[src/rtl/dcache_memory_responder.sv]
// Memory-side responder arbitrating dcache/icache word requests onto one variable-latency RAM port.
// Optional DCACHE_MEM_STATS_EN: count completed dcache accesses on dstat_count.
module dcache_memory_responder #(
  parameter int STARVE_LIMIT = 4
) (
  input  logic        CLK,
  input  logic        nRST,
  input  logic        dREN,
  input  logic        dWEN,
  input  logic [31:0] daddr,
  input  logic [31:0] dstore,
  output logic        dmem_ready,
  output logic [31:0] dload,
  input  logic        iREN,
  input  logic [31:0] iaddr,
  output logic        imem_ready,
  output logic [31:0] iload,
  output logic        ramREN,
  output logic        ramWEN,
  output logic [31:0] ramaddr,
  output logic [31:0] ramstore,
  input  logic        ram_ready,
  input  logic [31:0] ramload,
  output logic [31:0] dstat_count
);

  localparam int SW = $clog2(STARVE_LIMIT + 1);
  localparam logic [SW-1:0] STARVE_MAX = SW'(STARVE_LIMIT);

  typedef enum logic [2:0] {IDLE, D_ACCESS, I_ACCESS, D_DONE, I_DONE} state_t;

  state_t        state_reg, state_next;
  logic [SW-1:0] starve_reg, starve_next;
  logic [31:2]   addr_reg, addr_next;
  logic [31:0]   store_reg, store_next;
  logic [31:0]   data_reg, data_next;
  logic          wr_reg, wr_next;

  logic d_req;
  logic d_grant_ok;
  logic unused_addr_lsb;

  // Byte offset is never used: the RAM is word addressed.
  assign unused_addr_lsb = ^{daddr[1:0], iaddr[1:0]};

  assign d_req      = dREN | dWEN;
  assign d_grant_ok = d_req && !(iREN && (starve_reg == STARVE_MAX));

  always_ff @(posedge CLK or negedge nRST) begin
    if (!nRST) begin
      state_reg  <= IDLE;
      starve_reg <= '0;
      addr_reg   <= '0;
      store_reg  <= '0;
      data_reg   <= '0;
      wr_reg     <= 1'b0;
    end else begin
      state_reg  <= state_next;
      starve_reg <= starve_next;
      addr_reg   <= addr_next;
      store_reg  <= store_next;
      data_reg   <= data_next;
      wr_reg     <= wr_next;
    end
  end

  always_comb begin
    state_next  = state_reg;
    starve_next = starve_reg;
    addr_next   = addr_reg;
    store_next  = store_reg;
    data_next   = data_reg;
    wr_next     = wr_reg;
    dmem_ready  = 1'b0;
    imem_ready  = 1'b0;
    dload       = 32'h0;
    iload       = 32'h0;
    ramREN      = 1'b0;
    ramWEN      = 1'b0;
    ramaddr     = 32'h0;
    ramstore    = 32'h0;

    unique case (state_reg)
      IDLE: begin
        if (d_grant_ok) begin
          state_next = D_ACCESS;
          addr_next  = daddr[31:2];
          store_next = dstore;
          wr_next    = dWEN;
          if (iREN)
            starve_next = (starve_reg == STARVE_MAX) ? STARVE_MAX : starve_reg + 1'b1;
          else
            starve_next = '0;
        end else if (iREN) begin
          state_next  = I_ACCESS;
          addr_next   = iaddr[31:2];
          wr_next     = 1'b0;
          starve_next = '0;
        end
      end

      D_ACCESS: begin
        // A withdrawn request aborts even if the RAM finishes in the same cycle.
        if (!d_req) begin
          state_next = IDLE;
        end else begin
          ramREN   = !wr_reg;
          ramWEN   = wr_reg;
          ramaddr  = {addr_reg, 2'b00};
          ramstore = wr_reg ? store_reg : 32'h0;
          if (ram_ready) begin
            data_next  = wr_reg ? 32'h0 : ramload;
            state_next = D_DONE;
          end
        end
      end

      I_ACCESS: begin
        if (!iREN) begin
          state_next = IDLE;
        end else begin
          ramREN  = 1'b1;
          ramaddr = {addr_reg, 2'b00};
          if (ram_ready) begin
            data_next  = ramload;
            state_next = I_DONE;
          end
        end
      end

      D_DONE: begin
        dmem_ready = 1'b1;
        dload      = data_reg;
        state_next = IDLE;
      end

      I_DONE: begin
        imem_ready = 1'b1;
        iload      = data_reg;
        state_next = IDLE;
      end

      default: state_next = IDLE;
    endcase
  end

`ifdef DCACHE_MEM_STATS_EN
  logic [31:0] stat_reg;

  always_ff @(posedge CLK or negedge nRST) begin
    if (!nRST)
      stat_reg <= 32'h0;
    else if (state_reg == D_DONE)
      stat_reg <= stat_reg + 32'h1;
  end

  assign dstat_count = stat_reg;
`else
  assign dstat_count = 32'h0;
`endif

endmodule

[config.mk]
export PLATFORM = sky130hd
export DESIGN_NAME = dcache_memory_responder
export DESIGN_NICKNAME = d
export VERILOG_FILES = /design/src/rtl/dcache_memory_responder.sv
export SDC_FILE = /design/constraint.sdc
export NUM_CORES = 1
export LEC_CHECK = 0
export ABC_AREA = 0
export BUFFER_PORTS_ARGS = -buffer_cell sky130_fd_sc_hd__buf_4
export CAP_MARGIN = 20
export CORE_AREA = 2 2 115 117
export CTS_CLUSTER_SIZE = 24
export DETAILED_ROUTE_END_ITERATION = 16
export DIE_AREA = 0 0 117 119
export HOLD_SLACK_MARGIN = 0.06
export PLACE_DENSITY = 0.78
export SETUP_SLACK_MARGIN = 0.05
export SLEW_MARGIN = 20
export SYNTH_ARGS = -nofsm -noshare
export SYNTH_HDL_FRONTEND = slang
export SYNTH_SLANG_ARGS = --single-unit
[constraint.sdc]
create_clock -name CLK -period 5.15 [get_ports CLK]
set_input_delay 0.7725 -clock CLK [delete_from_list [all_inputs] [get_ports CLK]]
set_output_delay 0.7725 -clock CLK [all_outputs]
set_load 0.01 [all_outputs]
# ---- Yosys cells after proc, flatten, opt, wreduce, memory -nomap -nowiden
# Index checks and enable logic that the tools add are counted.
dict set report op_classes {
  n_addsub 1
  n_mul 0
  n_div 0
  n_lt_le_gt_ge 0
  eq_ne 12
  shifts 0
  mux 36
  bitwise 1
  reduce_logical 11
}
# op n
set op_table {}
lappend op_table {{32-bit two-way mux} 12}
lappend op_table {{32-bit case mux with 2 select lines} 2}
lappend op_table {{30-bit two-way mux} 2}
lappend op_table {{3-bit two-way mux} 10}
lappend op_table {{3-bit inequality test (second input constant)} 3}
lappend op_table {{3-bit case mux with 3 select lines} 1}
lappend op_table {{1-bit two-way mux} 8}
lappend op_table {{2-bit inequality test (second input constant)} 4}
lappend op_table {{3-bit by 2-bit equality test with 1-bit output (second input constant)} 2}
lappend op_table {{3-bit equality test (second input constant)} 2}
lappend op_table {{5-bit AND reduction} 1}
lappend op_table {{2-bit AND reduction} 2}
lappend op_table {{2-bit nonzero test} 2}
lappend op_table {{3-bit by 1-bit adder with 3-bit output (second input constant)} 1}
lappend op_table {{3-bit by 1-bit equality test with 1-bit output (second input constant)} 1}
lappend op_table {{3-bit logical NOT} 1}
lappend op_table {{3-bit AND reduction} 1}
lappend op_table {{1-bit logical AND} 2}
lappend op_table {{1-bit logical NOT} 2}
lappend op_table {{1-bit case mux with 2 select lines} 1}
lappend op_table {{1-bit bitwise OR} 1}
dict set report totals {
  ff_bits 101
  latchBits 0
  ramBits 0
  romBits 0
  input_bits 134
  output_inout_bits 164
  word_cells 67
  memories 0
}

# ---- Depth between registers and ports, before layout
# Gate-level depths: netlist of the first run.
dict set report logic_depth {
  depth_word 6
  depth_mapped 8
  ltp_nobuf 6
}

# ---- Least setup slack after synthesis of the first run
# Ideal clock, no wire load.
dict set report synth_path {
  path_kind {input to output}
  startpoint {input dREN}
  endpoint {output ramstore[22]}
  arrival_time_ns 1.888
  path_slack_ns 2.490
  stages 6
  cell_sequence {or2_1 > buf_2 > nand3b_2 > nor3b_2 > clkbuf_1 > and2_1}
}
dict set report synth_via {
  elab_chain_cells 3
}
# item line_no
set synth_lines {}
lappend synth_lines {{start, declared} 8} ;# input logic dREN,
lappend synth_lines {{1-bit bitwise OR} 46} ;# assign d_req = dREN | dWEN;
lappend synth_lines {{32-bit two-way mux} 104} ;# if (!d_req) begin
lappend synth_lines {{32-bit two-way mux} 83} ;# unique case (state_reg)
lappend synth_lines {{end, declared} 21} ;# output logic [31:0] ramstore,
# No other way between the ends.

# ---- Final worst setup path of the first run
dict set report layout_path {
  startpoint {input dWEN}
  endpoint {output ramaddr[19]}
}
dict set report layout_via {
  elab_chain_cells 3
}
# item line_no
set layout_lines {}
lappend layout_lines {{start, declared} 9} ;# input logic dWEN,
lappend layout_lines {{1-bit bitwise OR} 46}
lappend layout_lines {{32-bit two-way mux} 104}
lappend layout_lines {{32-bit case mux with 2 select lines} 83}
lappend layout_lines {{end, declared} 20} ;# output logic [31:0] ramaddr,
# No other way between the ends.

==> results of run 1 <==
[area by class of cell]
class                   count  area share (%)
clock inverters             6            1.21
flip-flops and latches    101            32.7
multi-input cells         415            32.3
clock buffers              10            3.09
inverters                  35            1.70
well taps                 176            2.85
repair buffers            268            26.1
[metrics by stage]
step	total power, mW	util, %	hold WS (ns)	instances	cell area [um^2]
2_1_floorplan	2.42	-	0.456	626	5580
3_3_place_gp	2.99	57.2	0.467	994	7370
3_5_place_dp	3.05	57.3	0.485	994	7370
4_1_cts	3.81	59.8	0.501	1010	7700
5_1_grt	4.05	60.0	0.508	1011	7730
6_report	3.77	60.0	0.498	1011	7730
[routing by layer]
metal	wire [um]	up-vias	part of all wire, %	track usage, %
li1	-	2316	-	-
met1	6040	2292	42	25.7
met2	7210	178	50	35.2
met3	1040	20	7.1	5.09
met4	252	0	1.7	6.10
met5	0	-	0	0
[layout by cell type (no fill, tap or decap), types with 2 or more instances in the layout]
cell       netlist  routed
o21ai_2          1       2
clkbuf_16        0       9
mux2_2          33      33
nand2_1         68      67
nand3_1          2       2
and2_1          95      95
dfrtp_1        101     101
conb_1           1      34
nor3_1          33      33
buf_4           37     267
a21oi_1         62      61
ha_1             2       2
inv_1           35      35
mux2i_1         32      32
nor3b_2          1       2
bufinv_16        0       2
nor2_1          34      34
a32o_1           2       2
[kinds of logic (layout without fill, tap and decap cells)]
kind of cell / after synthesis / in the layout / share of synthesized area, %
adder cells (fa/ha/maj): 2 / 2 / 0.459
multiplexers: 66 / 66 / 12.9
other: 1 / 34 / 0.0687
AO/OA/AOI/OAI: 72 / 72 / 7.11
flip-flops: 101 / 101 / 46.3
AND/OR/NAND/NOR: 241 / 241 / 22.5
buffers and inverters: 110 / 319 / 10.6
[power breakdown]
group | switching (mW) | internal, mW
Clock | 0.307 | 0.445
Combinational | 0.835 | 0.804
Sequential | 0.195 | 1.18
[cell usage after synthesis, types with 2 or more instances]
cell type and count:
o21a_1 2, and2_1 95, mux2_2 33, a32o_1 2
buf_6 3, buf_2 4, ha_1 2, nand3_1 2
nor2_1 34, nand2_1 68, buf_4 37, a21oi_1 62
inv_1 35, mux2i_1 32, dfrtp_1 101, clkbuf_1 30
nor3_1 33
[path summary, 6_finish.rpt]
kind                         startpoint            end  slack, ns  cells after the start
max in group asynchronous          nRST    data_reg[5]       3.57                      2
max                                dWEN    ramaddr[19]       2.12                      6
min                        store_reg[7]   store_reg[7]       0.50                      1
min in group asynchronous          nRST   data_reg[29]       0.51                      1
min reg2reg                store_reg[7]   store_reg[7]       0.50                      1
max reg2reg                state_reg[2]  store_reg[10]       2.73                      5
[worst register-to-register path, cell delays in order (launching register included)]
cell and delay [ns]:
dfrtp_1 0.41, buf_4 0.29, nor3_2 0.39, nand2_1 0.49, buf_4 0.38, mux2_1 0.34
==> flow_summary_export.csv, run 1 <==
group,metric,value,unit
global_route,antenna_found_initial,0,
clock_tree,clock_sinks,101,
global_route,grt_pass1_vias,4655,
run_status,status,"complete, no violations",
critical_path,crit_chain,"buf_4, or2_1, nand3b_2, a21oi_4, and2_1, buf_4",
clock_tree,clockBufferDepth,2,
route,drt-wirelength-per-cell,14.4,um
sta,fmax,0.331,GHz
critical_path,cpMaxStageDelayCell,"a21oi_4",
route,antenna_left,0,
synth,syn_area_per_cell,9.20,um^2
synth,synth_cells,593,
clock_tree,postCtsSetupRepairBufs,0,
global_route,grt_remaining_overflow,0,
placed_design,portBuffers,259,
synth,yosysWarnings,0,
finish,seqCellArea,2530,um^2
sta,timing.final.crit_share,58.7,%
critical_path,crit_fanout,30,
finish,layout-drive-gt1-share,39.2,%
critical_path,crit_top_cell,"buf_4",
synth,synthFlopType,"dfrtp_1",
sta,setup_ws,2.12,ns
route,first_pass_iters,4,
route,drc,0,
global_route,grt_pass1_wl,22.7,mm
floorplan,dieWidth,117,um
route,first_iter_violations,260,
floorplan,die_area,13900,um^2
floorplan,io_pins,298,
sta,setup_tns,0,ns
clock_tree,htree_levels,3,
power,power.density,487,nW/um^2
sta,rsz0062_at_grt,"no",
floorplan,initial_utilization,42.4,%
synth,synth_edf_count,0,
sta,max_slew_margin,37.2,%
clock_tree,cts_tree,"done",
critical_path,worstSetupEndpointType,"primary output",
floorplan,row_count,42,
clock_tree,clock_latency,0.34,ns
clock_tree,holdBufCountCts,0,
critical_path,critical_path_arrival,2.25,ns
synth,synth-seq-cells,101,
floorplan,coreArea,12900,um^2
job,maxCapViolCount,0,
sta,hold_violations,0,
route,via_count,4806,
critical_path,critPathRequiredTime,4.38,ns
clock_tree,numCtsBuffers,9,
synth,synth_top_area_share,46.3,%
worst_hold_path,hp-class,"flip-flop to flip-flop",
placed_design,place_worst_setup_slack,1.78,ns
sta,fin_crit,3.03,ns
finish,diodes,0,
clock_tree,cts_resized,0,
critical_path,crit_family,"simple AND/OR/NAND/NOR gates",
synth,yosys.area.top_type,"dfrtp_1",
sta,report.final.setup_viol,0,
power,p_leak,4.08,nW
finish,multi_input_area,2500,um^2
finish,area_growth,41.7,%
sta,slew_viol_final,0,
finish,fillers,1174,
clock_tree,path_clk_slew,0.07,ns
synth,synth_area_leaders,"dfrtp_1, and2_1, mux2_2, mux2i_1, a21oi_1",
synth,syn_area,5460,um^2
power,vdd_drop_max,0.219,mV
global_route,grt_use_total,20.6,%
sta,final.setup_skew,0.00518,ns
global_route,grt_max_degree,64,
route,totalWireLength,14.5,mm
clock_tree,clockRootBuffer,"clkbuf_16",
route,avgViaCountPerCell,4.75,
synth,yosysUniqueCellTypes,35,
synth,ys_seq_area_share,46.3,%
sta,tightest_slew,0.942,ns
floorplan,die_h,119,um
synth,synth-async-reset-ratio,100,%
critical_path,start_kind,"primary input",
finish,nNetsFinal,966,
critical_path,worstSetupPathType,"primary input to primary output",
critical_path,path_buf_inv,2,
placed_design,gp_congestion,0.764,
critical_path,slowest_delay,0.59,ns
placed_design,hpwl,10.2,mm
No activity file was read; power rests on OpenSTA's default activity.
==> run 2: changes to the inputs <==
--- a/config.mk
+++ b/config.mk
@@ -8,12 +8,13 @@
 export ABC_AREA = 0
 export BUFFER_PORTS_ARGS = -buffer_cell sky130_fd_sc_hd__buf_4
 export CAP_MARGIN = 20
-export CORE_AREA = 2 2 115 117
+export CORE_ASPECT_RATIO = 0.9
+export CORE_MARGIN = 2
+export CORE_UTILIZATION = 45
 export CTS_CLUSTER_SIZE = 24
 export DETAILED_ROUTE_END_ITERATION = 16
-export DIE_AREA = 0 0 117 119
 export HOLD_SLACK_MARGIN = 0.06
-export PLACE_DENSITY = 0.78
+export PLACE_DENSITY = 0.81
 export SETUP_SLACK_MARGIN = 0.05
 export SLEW_MARGIN = 20
 export SYNTH_ARGS = -nofsm -noshare
==> constraint.sdc (replaced) <==
create_clock -name CLK -period 2.8 [get_ports CLK]
set_input_delay 0.42 -clock CLK [delete_from_list [all_inputs] [get_ports CLK]]
set_output_delay 0.42 -clock CLK [all_outputs]
set_load 0.01 [all_outputs]
==> flow_summary_export.csv, run 2 (synthesized netlist as in run 1, its figures left out) <==
group,metric,value,unit
run_status,status,"complete, no violations",
global_route,grt.busiest_layer,"met2",
route,antenna_left,0,
placed_design,hpwl,10.4,mm
clock_tree,cts_resized,0,
finish,diodes,0,
route,totalWireLength,14.6,mm
critical_path,worstSetupEndpointType,"primary output",
global_route,met3_usage,7.23,%
clock_tree,clock_latency,0.34,ns
sta,max_slew_margin,38.7,%
critical_path,setup.worst_path.start,"state_reg[1]",
route,drc,0,
route,first_iter_violations,218,
floorplan,io_pins,298,
global_route,grt_remaining_overflow,0,
placed_design,portBuffers,259,
critical_path,worstSetupPathType,"flip-flop to primary output",
global_route,grt_use_total,22.4,%
clock_tree,path_clk_slew,0.07,ns
sta,fin_crit,2.32,ns
job,maxCapViolCount,0,
sta,slew_viol_final,0,
critical_path,cpMaxStageDelayCell,"dfrtp_1",
floorplan,die_h,108,um
finish,layout-drive-gt1-share,39.0,%
clock_tree,numCtsBuffers,9,
sta,setup_tns,0,ns
finish,layout_common_cells,"buf_4, dfrtp_1, and2_1, nand2_1, a21oi_1",
critical_path,rr_endpoint,"data_reg[4]",
finish,nNetsFinal,971,
floorplan,die_area,13000,um^2
critical_path,cp.depth,5,
sta,fmax,0.432,GHz
power,power.density,880,nW/um^2
floorplan,initial_utilization,45.7,%
sta,hold_violations,0,
global_route,grt_pass1_wl,23.0,mm
critical_path,crit_family,"simple AND/OR/NAND/NOR gates",
clock_tree,htree_levels,3,
global_route,grtUsageMet2,40.2,%
global_route,antenna_found_initial,0,
floorplan,coreArea,11900,um^2
power,vdd_drop_max,0.577,mV
clock_tree,postCtsSetupRepairBufs,0,
finish,mostFrequentLayoutCell,"buf_4",
critical_path,reg2regPathDepth,3,
critical_path,crit_fanout,33,
clock_tree,clockRootBuffer,"clkbuf_16",
critical_path,critPathRequiredTime,2.38,ns
floorplan,dieWidth,120,um
finish,area_growth,40.7,%
clock_tree,cts_tree,"done",
worst_hold_path,hp-class,"primary input to asynchronous set/reset pin",
finish,stdcell_area,7670,um^2
global_route,grt_max_degree,66,
global_route,grtUsageMet1,25.4,%
sta,final.setup_skew,0.00476,ns
route,via_count,4799,
sta,tightest_slew,0.920,ns
sta,report.final.setup_viol,0,
critical_path,r2r_slack,0.88,ns
critical_path,r2r-start,"state_reg[0]",
critical_path,critical_path_arrival,1.90,ns
critical_path,start_kind,"flip-flop",
route,first_pass_iters,4,
floorplan,row_count,38,
placed_design,gp_congestion,0.766,
sta,rsz0062_at_grt,"no",
clock_tree,clockBufferDepth,2,
critical_path,crit_top_cell,"buf_4",
critical_path,path_buf_inv,2,
sta,timing.final.crit_share,82.7,%
global_route,grt_pass1_vias,4712,
clock_tree,holdBufCountCts,0,
placed_design,dpl_cell_area,7390,um^2
critical_path,slowest_delay,0.46,ns
critical_path,crit_chain,"nand3b_2, nor3b_2, buf_4, and2_1, buf_4",
power,p_leak,4.06,nW
route,drt-wirelength-per-cell,14.6,um
clock_tree,clock_sinks,101,
critical_path,cp-endpoint,"ramstore[14]",
route,avgViaCountPerCell,4.80,
[run 2: area by class of cell]
class | count | area, um^2
tap | 160 | 200
sequential | 101 | 2530
multi-input combinational | 415 | 2490
inverter | 35 | 131
clock inverter | 3 | 20.0
timing repair buffer | 273 | 2050
fill | 1068 | 4260
clock buffer | 13 | 260
[run 2: power breakdown]
group          total, mW  switching (mW)  internal [mW]
clock network       1.19           0.534          0.651
logic               3.05            1.56           1.49
registers           2.52           0.342           2.17
total               6.76            2.44           4.32
[run 2: metal layers]
| layer | routed length [um] | up-vias |
|---|---|---|
| met5 | 0 | - |
| met4 | 321 | 0 |
| met3 | 1240 | 19 |
| met2 | 7420 | 195 |
| met1 | 5670 | 2259 |
| li1 | - | 2326 |
[run 2: worst register-to-register path, stage by stage, from the launching register on]
cell	delay (ns)
dfrtp_1	0.52
nand3b_1	0.24
a211o_2	0.77
mux2i_1	0.31
[run 2: stage by stage]
step	std cells	hold slack (ns)	total power [mW]	worst slack, ns	util (%)
after floorplan	626	0.124	4.44	0.845	-
after global placement	984	0.471	5.52	0.599	62.0
after detailed placement	984	0.473	5.63	0.545	62.0
after CTS	1000	0.210	6.85	0.469	64.3
after global routing	1000	0.255	7.27	0.350	64.3
final	1000	0.174	6.76	0.484	64.3
[run 2: worst min path at each step]
stage | endpoint | slack, ns | depth (start not counted)
final | data_reg[20] | 0.17 | 1
after global routing | data_reg[16] | 0.26 | 1
after CTS | data_reg[19] | 0.21 | 1
after detailed placement | store_reg[10] | 0.47 | 1
after global placement | store_reg[10] | 0.47 | 1
after floorplan | addr_reg[10] | 0.12 | 0
